**src/rtl/vcd_replay_reader.sv**
```systemverilog
// Replays buffered (time, value) records onto sig_out when scaled replay time reaches each timestamp.
// Build option: define REPLAY_STALL_EN to freeze replay time while starved of records before the last one.
module vcd_replay_reader #(
   parameter int DATA_W = 8,
   parameter int TS_W   = 16,
   parameter int SCALE  = 10,
   parameter int DEPTH  = 4
) (
   input  logic              clock,
   input  logic              reset_n,
   input  logic              start,
   input  logic              rec_valid,
   output logic              rec_ready,
   input  logic [TS_W-1:0]   rec_time,
   input  logic [DATA_W-1:0] rec_value,
   input  logic              rec_last,
   output logic [DATA_W-1:0] sig_out,
   output logic              sig_strobe,
   output logic [TS_W-1:0]   now,
   output logic              busy,
   output logic              done,
   output logic              late_err
);

   localparam int AW    = (DEPTH > 1) ? $clog2(DEPTH) : 1;
   localparam int CW    = AW + 1;
   localparam int PW    = (SCALE > 1) ? $clog2(SCALE) : 1;

   typedef enum logic [1:0] {IDLE = 2'd0, RUN = 2'd1, DONE = 2'd2} state_t;

   state_t              state_r, next_state_s;
   logic [TS_W-1:0]     mem_time  [DEPTH];
   logic [DATA_W-1:0]   mem_value [DEPTH];
   logic                mem_last  [DEPTH];
   logic [AW-1:0]       wr_ptr_r, rd_ptr_r;
   logic [CW-1:0]       count_r;
   logic [PW-1:0]       presc_r;
   logic [TS_W-1:0]     now_r;
   logic [DATA_W-1:0]   sig_out_r;
   logic                sig_strobe_r, late_err_r;
   logic                full_s, empty_s, accept_s, apply_s, last_apply_s, stall_s, advance_s;

   assign full_s       = (count_r == CW'(DEPTH));
   assign empty_s      = (count_r == {CW{1'b0}});
   assign rec_ready    = !full_s && (state_r != DONE);
   assign accept_s     = rec_valid && rec_ready;
   assign apply_s      = (state_r == RUN) && !empty_s && (mem_time[rd_ptr_r] <= now_r);
   assign last_apply_s = apply_s && mem_last[rd_ptr_r];
   assign advance_s    = (state_r == RUN) && !last_apply_s && !stall_s;

`ifdef REPLAY_STALL_EN
   logic last_seen_r;

   // Remembers that the final record has entered the buffer, so starvation can stop stalling time.
   always_ff @(posedge clock or negedge reset_n) begin
      if (!reset_n) begin
         last_seen_r <= 1'b0;
      end else if (last_apply_s || (state_r == DONE)) begin
         last_seen_r <= 1'b0;
      end else if (accept_s && rec_last) begin
         last_seen_r <= 1'b1;
      end
   end

   assign stall_s = empty_s && !last_seen_r;
`else
   assign stall_s = 1'b0;
`endif

   // State register.
   always_ff @(posedge clock or negedge reset_n) begin
      if (!reset_n) begin
         state_r <= IDLE;
      end else begin
         state_r <= next_state_s;
      end
   end

   // Next-state logic.
   always_comb begin
      next_state_s = state_r;
      case (state_r)
         IDLE:    if (start) next_state_s = RUN;  else next_state_s = IDLE;
         RUN:     if (last_apply_s) next_state_s = DONE; else next_state_s = RUN;
         DONE:    if (start) next_state_s = IDLE; else next_state_s = DONE;
         default: next_state_s = IDLE;
      endcase
   end

   // Record storage; contents are don't-care until written, so no reset needed.
   always_ff @(posedge clock) begin
      if (accept_s) begin
         mem_time[wr_ptr_r]  <= rec_time;
         mem_value[wr_ptr_r] <= rec_value;
         mem_last[wr_ptr_r]  <= rec_last;
      end
   end

   // Buffer pointers, replay time base and output registers.
   always_ff @(posedge clock or negedge reset_n) begin
      if (!reset_n) begin
         wr_ptr_r     <= {AW{1'b0}};
         rd_ptr_r     <= {AW{1'b0}};
         count_r      <= {CW{1'b0}};
         presc_r      <= {PW{1'b0}};
         now_r        <= {TS_W{1'b0}};
         sig_out_r    <= {DATA_W{1'b0}};
         sig_strobe_r <= 1'b0;
         late_err_r   <= 1'b0;
      end else begin
         sig_strobe_r <= apply_s;
         if (apply_s) begin
            sig_out_r <= mem_value[rd_ptr_r];
            if (mem_time[rd_ptr_r] < now_r) late_err_r <= 1'b1;
         end
         // Finishing the trace flushes anything queued behind the last record.
         if (last_apply_s) begin
            wr_ptr_r <= {AW{1'b0}};
            rd_ptr_r <= {AW{1'b0}};
            count_r  <= {CW{1'b0}};
         end else begin
            if (accept_s) wr_ptr_r <= wr_ptr_r + AW'(1);
            if (apply_s)  rd_ptr_r <= rd_ptr_r + AW'(1);
            case ({accept_s, apply_s})
               2'b10:   count_r <= count_r + CW'(1);
               2'b01:   count_r <= count_r - CW'(1);
               default: count_r <= count_r;
            endcase
         end
         if (advance_s) begin
            if (presc_r == PW'(SCALE - 1)) begin
               presc_r <= {PW{1'b0}};
               if (now_r != {TS_W{1'b1}}) now_r <= now_r + TS_W'(1);
            end else begin
               presc_r <= presc_r + PW'(1);
            end
         end
         if ((state_r == DONE) && start) begin
            presc_r    <= {PW{1'b0}};
            now_r      <= {TS_W{1'b0}};
            late_err_r <= 1'b0;
         end
      end
   end

   assign sig_out    = sig_out_r;
   assign sig_strobe = sig_strobe_r;
   assign now        = now_r;
   assign late_err   = late_err_r;
   assign busy       = (state_r == RUN);
   assign done       = (state_r == DONE);

endmodule

```
**config.mk**
```make
export PLATFORM = sky130hd
export DESIGN_NAME = vcd_replay_reader
export DESIGN_NICKNAME = d
export VERILOG_FILES = /design/src/rtl/vcd_replay_reader.sv
export SDC_FILE = /design/constraint.sdc
export NUM_CORES = 1
export LEC_CHECK = 0
export CAP_MARGIN = 20
export CORE_MARGIN = 2
export CORE_UTILIZATION = 50
export CTS_BUF_LIST = sky130_fd_sc_hd__clkbuf_4
export CTS_CLUSTER_DIAMETER = 150
export CTS_CLUSTER_SIZE = 40
export DETAILED_ROUTE_END_ITERATION = 10
export PLACE_DENSITY_LB_ADDON = 0.15
export REMOVE_ABC_BUFFERS = 1
export SLEW_MARGIN = 20
export SYNTH_ARGS = -nofsm -noshare
export SYNTH_HDL_FRONTEND = slang
export SYNTH_SLANG_ARGS = --single-unit
```
**constraint.sdc**
```tcl
create_clock -name clock -period 5.1 [get_ports clock]
set_clock_uncertainty 0.2 [all_clocks]
set_input_delay 0.51 -clock clock [delete_from_list [all_inputs] [get_ports clock]]
set_output_delay 0.51 -clock clock [all_outputs]
set_load 0.02 [all_outputs]
```
[Word level (Yosys, flattened, before mapping)]
Memory sizes are Yosys's and may differ from the RTL's. A register that Yosys moved wholly into a read port is not among the register bits.
Cells that the tools add are included.
Word-level totals
  register bits after elaboration: 31
  RAM bits: 100
  bits of input ports: 29
  output and inout port bits: 29
  word-level logic and storage cells: 72
  memories kept: 3
Operators by class
  add/subtract/negate cells: 6
  $lt $le $gt $ge: 2
  eq/ne operators: 8
  muxes and demuxes: 22
  reductions and logical operators: 23
Memories
  mem_time: words 4, bits a word 16, read ports 1, clocked after Yosys merged registers in 0, write ports 1, RTL line 32  | logic [TS_W-1:0] mem_time [DEPTH];
  mem_value: words 4, bits a word 8, read ports 1, clocked after Yosys merged registers in 1, write ports 1, RTL line 33  | logic [DATA_W-1:0] mem_value [DEPTH];
  mem_last: words 4, bits a word 1, read ports 1, clocked after Yosys merged registers in 0, write ports 1, RTL line 34  | logic mem_last [DEPTH];
Operators with widths (number)
  16-bit 2-to-1 mux: 4
  16-bit by 1-bit adder with 16-bit output, second input constant: 1
  16-bit less-or-equal comparator: 1
  16-bit < comparator: 1
  16-bit inequality test, second input constant: 1
  2-bit nonzero test: 7
  2-bit 2-to-1 mux: 6
  4-bit 2-to-1 mux: 3
  1-bit logical AND: 7
  1-bit 2-to-1 mux: 6
  2-bit case mux with 3 select lines: 1
  3-bit case mux with 2 select lines: 1
  2-bit by 1-bit adder with 2-bit output, second input constant: 2
  4-bit by 1-bit adder with 4-bit output, second input constant: 1
  2-bit by 1-bit equality test with 1-bit output, second input constant: 2
  2-bit equality test, second input constant: 2
  4-bit equality test, second input constant: 1
  1-bit logical NOT: 4
  3-bit by 1-bit adder with 3-bit output, second input constant: 1
  3-bit equality test, second input constant: 1
  3-bit logical NOT: 1
  3-bit 2-to-1 mux: 1
  3-bit AND reduction: 1
  3-bit nonzero test: 1
  4 further kinds: 4

[Longest topological paths before layout]
  word-level depth: 9
  gate-level depth with buffers: 18
  mapped depth without buffers: 15

[Worst setup path before layout]
Ideal clock, no wire load.
  kind: register to register
  start point: reg rd_ptr_r[0]
  end point: reg count_r[2]
  arrival time: 4262 ps
  path slack: 519 ps
  cell stages (with the launch flop): 19
  path buffers: 4
  period minus slack after synthesis: 4581 ps
  cell sequence: dfrtp_1 buf_2 buf_2 buf_2 mux4_2 ha_1 nor2b_1 o211ai_1 a21boi_2 or4_4 nand2_1 buf_4 ha_1 inv_1 fa_1 xor2_1 nor2_1 xnor2_1 nor2_1
Between the ends
  longest elaborated chain between the ends: 6
  elaborated cells on any way between the ends: 10
  classes of those cells: order compare: 1; eq/ne: 2; mux: 2; reduce/logical: 3; memory: 2
RTL lines
  start, declared: RTL line 35  | logic [AW-1:0] wr_ptr_r, rd_ptr_r;
  start signal, assigned: RTL line 103  | rd_ptr_r <= {AW{1'b0}};
  start signal, assigned: RTL line 119  | rd_ptr_r <= {AW{1'b0}};
  start signal, assigned: RTL line 123  | if (apply_s) rd_ptr_r <= rd_ptr_r + AW'(1);
  memory read 4 x 16 bit (*)
  16-bit less-or-equal comparator (*): RTL line 47  | assign apply_s = (state_r == RUN) && !empty_s && (mem_time[rd_ptr_r] <= now_r);
  1-bit logical AND (*): RTL line 47
  net apply_s: RTL line 41  | logic full_s, empty_s, accept_s, apply_s, last_apply_s, stall_s, advance_s;
  2-bit by 1-bit equality test with 1-bit output / 2-bit equality test (equally long branches): RTL line 124  | case ({accept_s, apply_s})
  3-bit case mux with 2 select lines: RTL line 124
  3-bit 2-to-1 mux: RTL line 117  | if (last_apply_s) begin
  end signal, assigned: RTL line 120  | count_r <= {CW{1'b0}};
  end signal, assigned: RTL line 125  | 2'b10: count_r <= count_r + CW'(1);
  end signal, assigned: RTL line 126  | 2'b01: count_r <= count_r - CW'(1);
  end, declared: RTL line 36  | logic [CW-1:0] count_r;
Mark *: on every way through the listed nets, which the timed path passes. The rest lies on a longest branch.
A chain may end at the register's enable or synchronous reset.

[Worst setup path after layout]
  start point: reg rd_ptr_r[0]
  end point: reg count_r[2]
Between the ends
  longest elaborated chain between the ends: 6
  elaborated cells on any way between the ends: 10
  classes of those cells: order compare: 1; eq/ne: 2; mux: 2; reduce/logical: 3; memory: 2
RTL lines (RTL line)
  memory read 4 x 16 bit
  16-bit less-or-equal comparator: 47
  1-bit logical AND: 47
  2-bit by 1-bit equality test with 1-bit output / 2-bit equality test (equally long branches): 124
  3-bit case mux with 2 select lines: 124
  3-bit 2-to-1 mux: 117
Several ways; a longest one is shown, not always the timed one.

==> results.json <==
{
  "status": "finished clean",
  "dp_hpwl_um": 7590,
  "fp.coreArea_mm2": 0.0120,
  "drtIter0Drc": 270,
  "cts_setup_buffers": 0,
  "async_reset_ff_frac": 0.281,
  "drive_above_1_share": 0.193,
  "ys_types": 54,
  "reg2reg_depth": 15,
  "worst_slew_pin_slew_ns": 0.915,
  "die_x_um": 114,
  "synth-xor-area-share": 0.00718,
  "ys_ff_latch": 139,
  "yosys.area_share.simple": 0.0777,
  "hold_path_class": "flip-flop to flip-flop",
  "cts_made_buffers": 17,
  "synth_compound_area_frac": 0.0687,
  "ioPinCount": 58,
  "area_delta_synth_final_pct": 17.0,
  "io_buffer_count": 57,
  "cp_max_fo": 13,
  "setup_tns_ns": 0,
  "leakagePower_nw": 2.57,
  "p_int_mw": 2.62,
  "grt_setup_unrepaired": "false",
  "fin_crit_ns": 4.20,
  "cts_tree": "built",
  "avgSynthCellArea_um2": 15.7,
  "whs_ns": 0.295,
  "fmax_mhz": 238,
  "p_clk_frac": 0.169,
  "rows": 40,
  "initial_utilization": 0.510,
  "critical_path_required_ns": 5.31,
  "crit_path_start": "rd_ptr_r[0]",
  "grt_max_degree": 40,
  "gp_congestion": 0.759,
  "vias_per_cell": 5.69,
  "grt_pass1_vias": 3610,
  "clock-sinks": 139,
  "swShare": 0.362,
  "synth_flop_cell": "edfxtp_1",
  "synth_top_family_by_area": "multiplexers",
  "p_comb_frac": 0.406,
  "synthCells": 389,
  "ir_worst_vdd_v": 0.000288,
  "nets": 517,
  "antenna_found_initial": 1,
  "crit_path_start_kind": "flip-flop",
  "relSlewSlack": 0.390,
  "cts.clk_slew.worst_paths_ns": 0.12,
  "rrSetupSlack_ns": 0.90,
  "yosys.area_share.adder": 0.0525,
  "ant_nets": 0,
  "maxCapViolCount": 0,
  "cts_root_buffer": "clkbuf_4",
  "cp_data_arrival_time_ns": 4.41,
  "yosysSeqAreaShare": 0.652,
  "syn_area_mm2": 0.00610,
  "dieArea_mm2": 0.0131,
  "grt_pass1_wl_um": 18400,
  "total_power_mw": 4.12,
  "grt.total_usage": 0.191,
  "insertion_delay_ns": 0.54,
  "path_class": "flip-flop to flip-flop",
  "synth_edf_count": 100,
  "grt-ovfl-total": 0,
  "drt-total-wl_um": 11300,
  "synthMuxAreaShare": 0.108,
  "mostFrequentLayoutCells": "edfxtp_1 (100), clkdlybuf4s50_1 (56), dfrtp_1 (39), inv_1 (29)",
  "power_switching_mw": 1.49,
  "hold_violations": 0,
  "die_h_um": 114,
  "end_kind": "flip-flop",
  "p_per_area_mw_per_mm2": 577,
  "crit_path_end": "count_r[2]",
  "final_common_cell": "edfxtp_1",
  "setup_viol": 0,
  "layout_worst_path_cycle_share": 0.823,
  "r2r_start": "rd_ptr_r[0]",
  "synth_warnings": 0,
  "drc": 0,
  "firstDrtPassIters": 4,
  "htreeDepth": 4,
  "slew_viol_final": 0,
  "p_seq_frac": 0.426,
  "cts.path.max_buffers": 2,
  "wl_per_cell_um": 18.1,
  "dr_total_vias": 3553,
  "worstReg2RegEnd": "count_r[2]"
}
-- power groups by stage --
stage | clock network (mW) | logic, mW | registers (mW)
floorplan | 0 | 0.941 | 1.88
global placement | 0 | 1.64 | 1.77
detailed placement | 0 | 1.68 | 1.78
CTS | 0.719 | 1.69 | 1.76
global route | 0.771 | 1.84 | 1.80
finish | 0.694 | 1.67 | 1.75
-- cell families (layout without fill, tap and decap cells) --
group | Yosys count | after routing
buf+inv | 42 | 129
simple gates | 85 | 85
fa+ha+maj | 25 | 25
xor+xnor | 5 | 5
other cells | 0 | 1
flops | 139 | 139
mux | 35 | 35
compound gates | 58 | 58
-- cell usage after synthesis, types with 2 or more instances --
master / count / area, um2
o21ai_0: 8 / 40.0
a211oi_1: 3 / 22.5
nor4_1: 3 / 18.8
edfxtp_1: 100 / 3000
and4_1: 2 / 17.5
a21oi_4: 2 / 32.5
xor2_1: 2 / 17.5
xnor2_1: 3 / 26.3
buf_6: 2 / 22.5
mux2i_1: 2 / 20.0
dfrtp_1: 39 / 976
o21ai_2: 4 / 35.0
mux2_2: 9 / 101
a21o_1: 3 / 22.5
buf_4: 2 / 15.0
or3_1: 10 / 62.6
nor2b_1: 2 / 12.5
nand4_1: 8 / 50.1
a21oi_1: 15 / 75.1
nand2_1: 14 / 52.6
inv_1: 29 / 109
clkbuf_1: 2 / 7.51
nor3_1: 5 / 25.0
mux4_2: 24 / 541
and2_1: 3 / 18.8
nor2_1: 12 / 45.0
buf_2: 5 / 25.0
nand3_1: 9 / 45.0
o31ai_1: 4 / 30.0
o211ai_1: 4 / 30.0
and3_1: 9 / 56.3
a21oi_2: 5 / 43.8
ha_1: 24 / 300
-- sequential cells by signal (all words and copies together), names as in the netlist, 3 cells and up --
register   cells
mem_time      64
mem_value     32
now           16
sig_out        8
mem_last       4
presc_r        4
count_r        3
-- critical path, cell delays in order (launching register included) --
cell and delay, ns:
dfrtp_1 0.66, buf_12 0.23, mux4_2 0.50, ha_1 0.32, a41o_1 0.24, a21oi_1 0.19
o31ai_1 0.09, or4_4 0.49, nand2_1 0.12, ha_1 0.18, inv_1 0.06, fa_1 0.38
xor2_1 0.15, nor2_1 0.11, xnor2_1 0.12, nor2_1 0.05
-- per-layer routing --
metal  up-vias  GRT usage  wire [um]
li1       1651          -          -
met1      1786      0.246       4910
met2        98      0.303       5620
met3        18     0.0540        586
met4         0     0.0878        200
met5         -          0          0
-- how the worst min path moves through the flow --
stage               startpoint         end  cells after the start
finish              presc_r[3]  presc_r[3]                      1
detailed placement  presc_r[3]  presc_r[3]                      1
global route        state_r[1]  state_r[0]                      1
global placement    presc_r[3]  presc_r[3]                      1
CTS                 presc_r[3]  presc_r[3]                      1
floorplan              reset_n  count_r[0]                      0
-- final cells by class --
| cell class | instances | area [um2] |
|---|---|---|
| sequential | 139 | 3980 |
| inverter | 29 | 109 |
| clock buffer | 18 | 135 |
| timing repair buffer | 68 | 663 |
| antenna | 1 | 2.50 |
| clock inverter | 14 | 144 |
| fill | 934 | 4830 |
| multi-input combinational | 208 | 1920 |
| tap | 147 | 184 |
-- through the flow --
stage | util | setup WS (ns) | instance area (um2) | std cells
6_report | 0.597 | 0.904 | 7140 | 624
3_5_place_dp | 0.572 | 0.888 | 6840 | 590
4_1_cts | 0.596 | 0.882 | 7130 | 623
3_3_place_gp | 0.572 | 0.985 | 6840 | 590
5_1_grt | 0.597 | 0.698 | 7140 | 624
2_1_floorplan | - | 0.361 | 6010 | 376
-- timing repair --
item,CTS,global route
resized for setup,0,0
endpoints found under the hold margin,39,0
hold buffers,1,0
(Power assumes the default switching activity.)
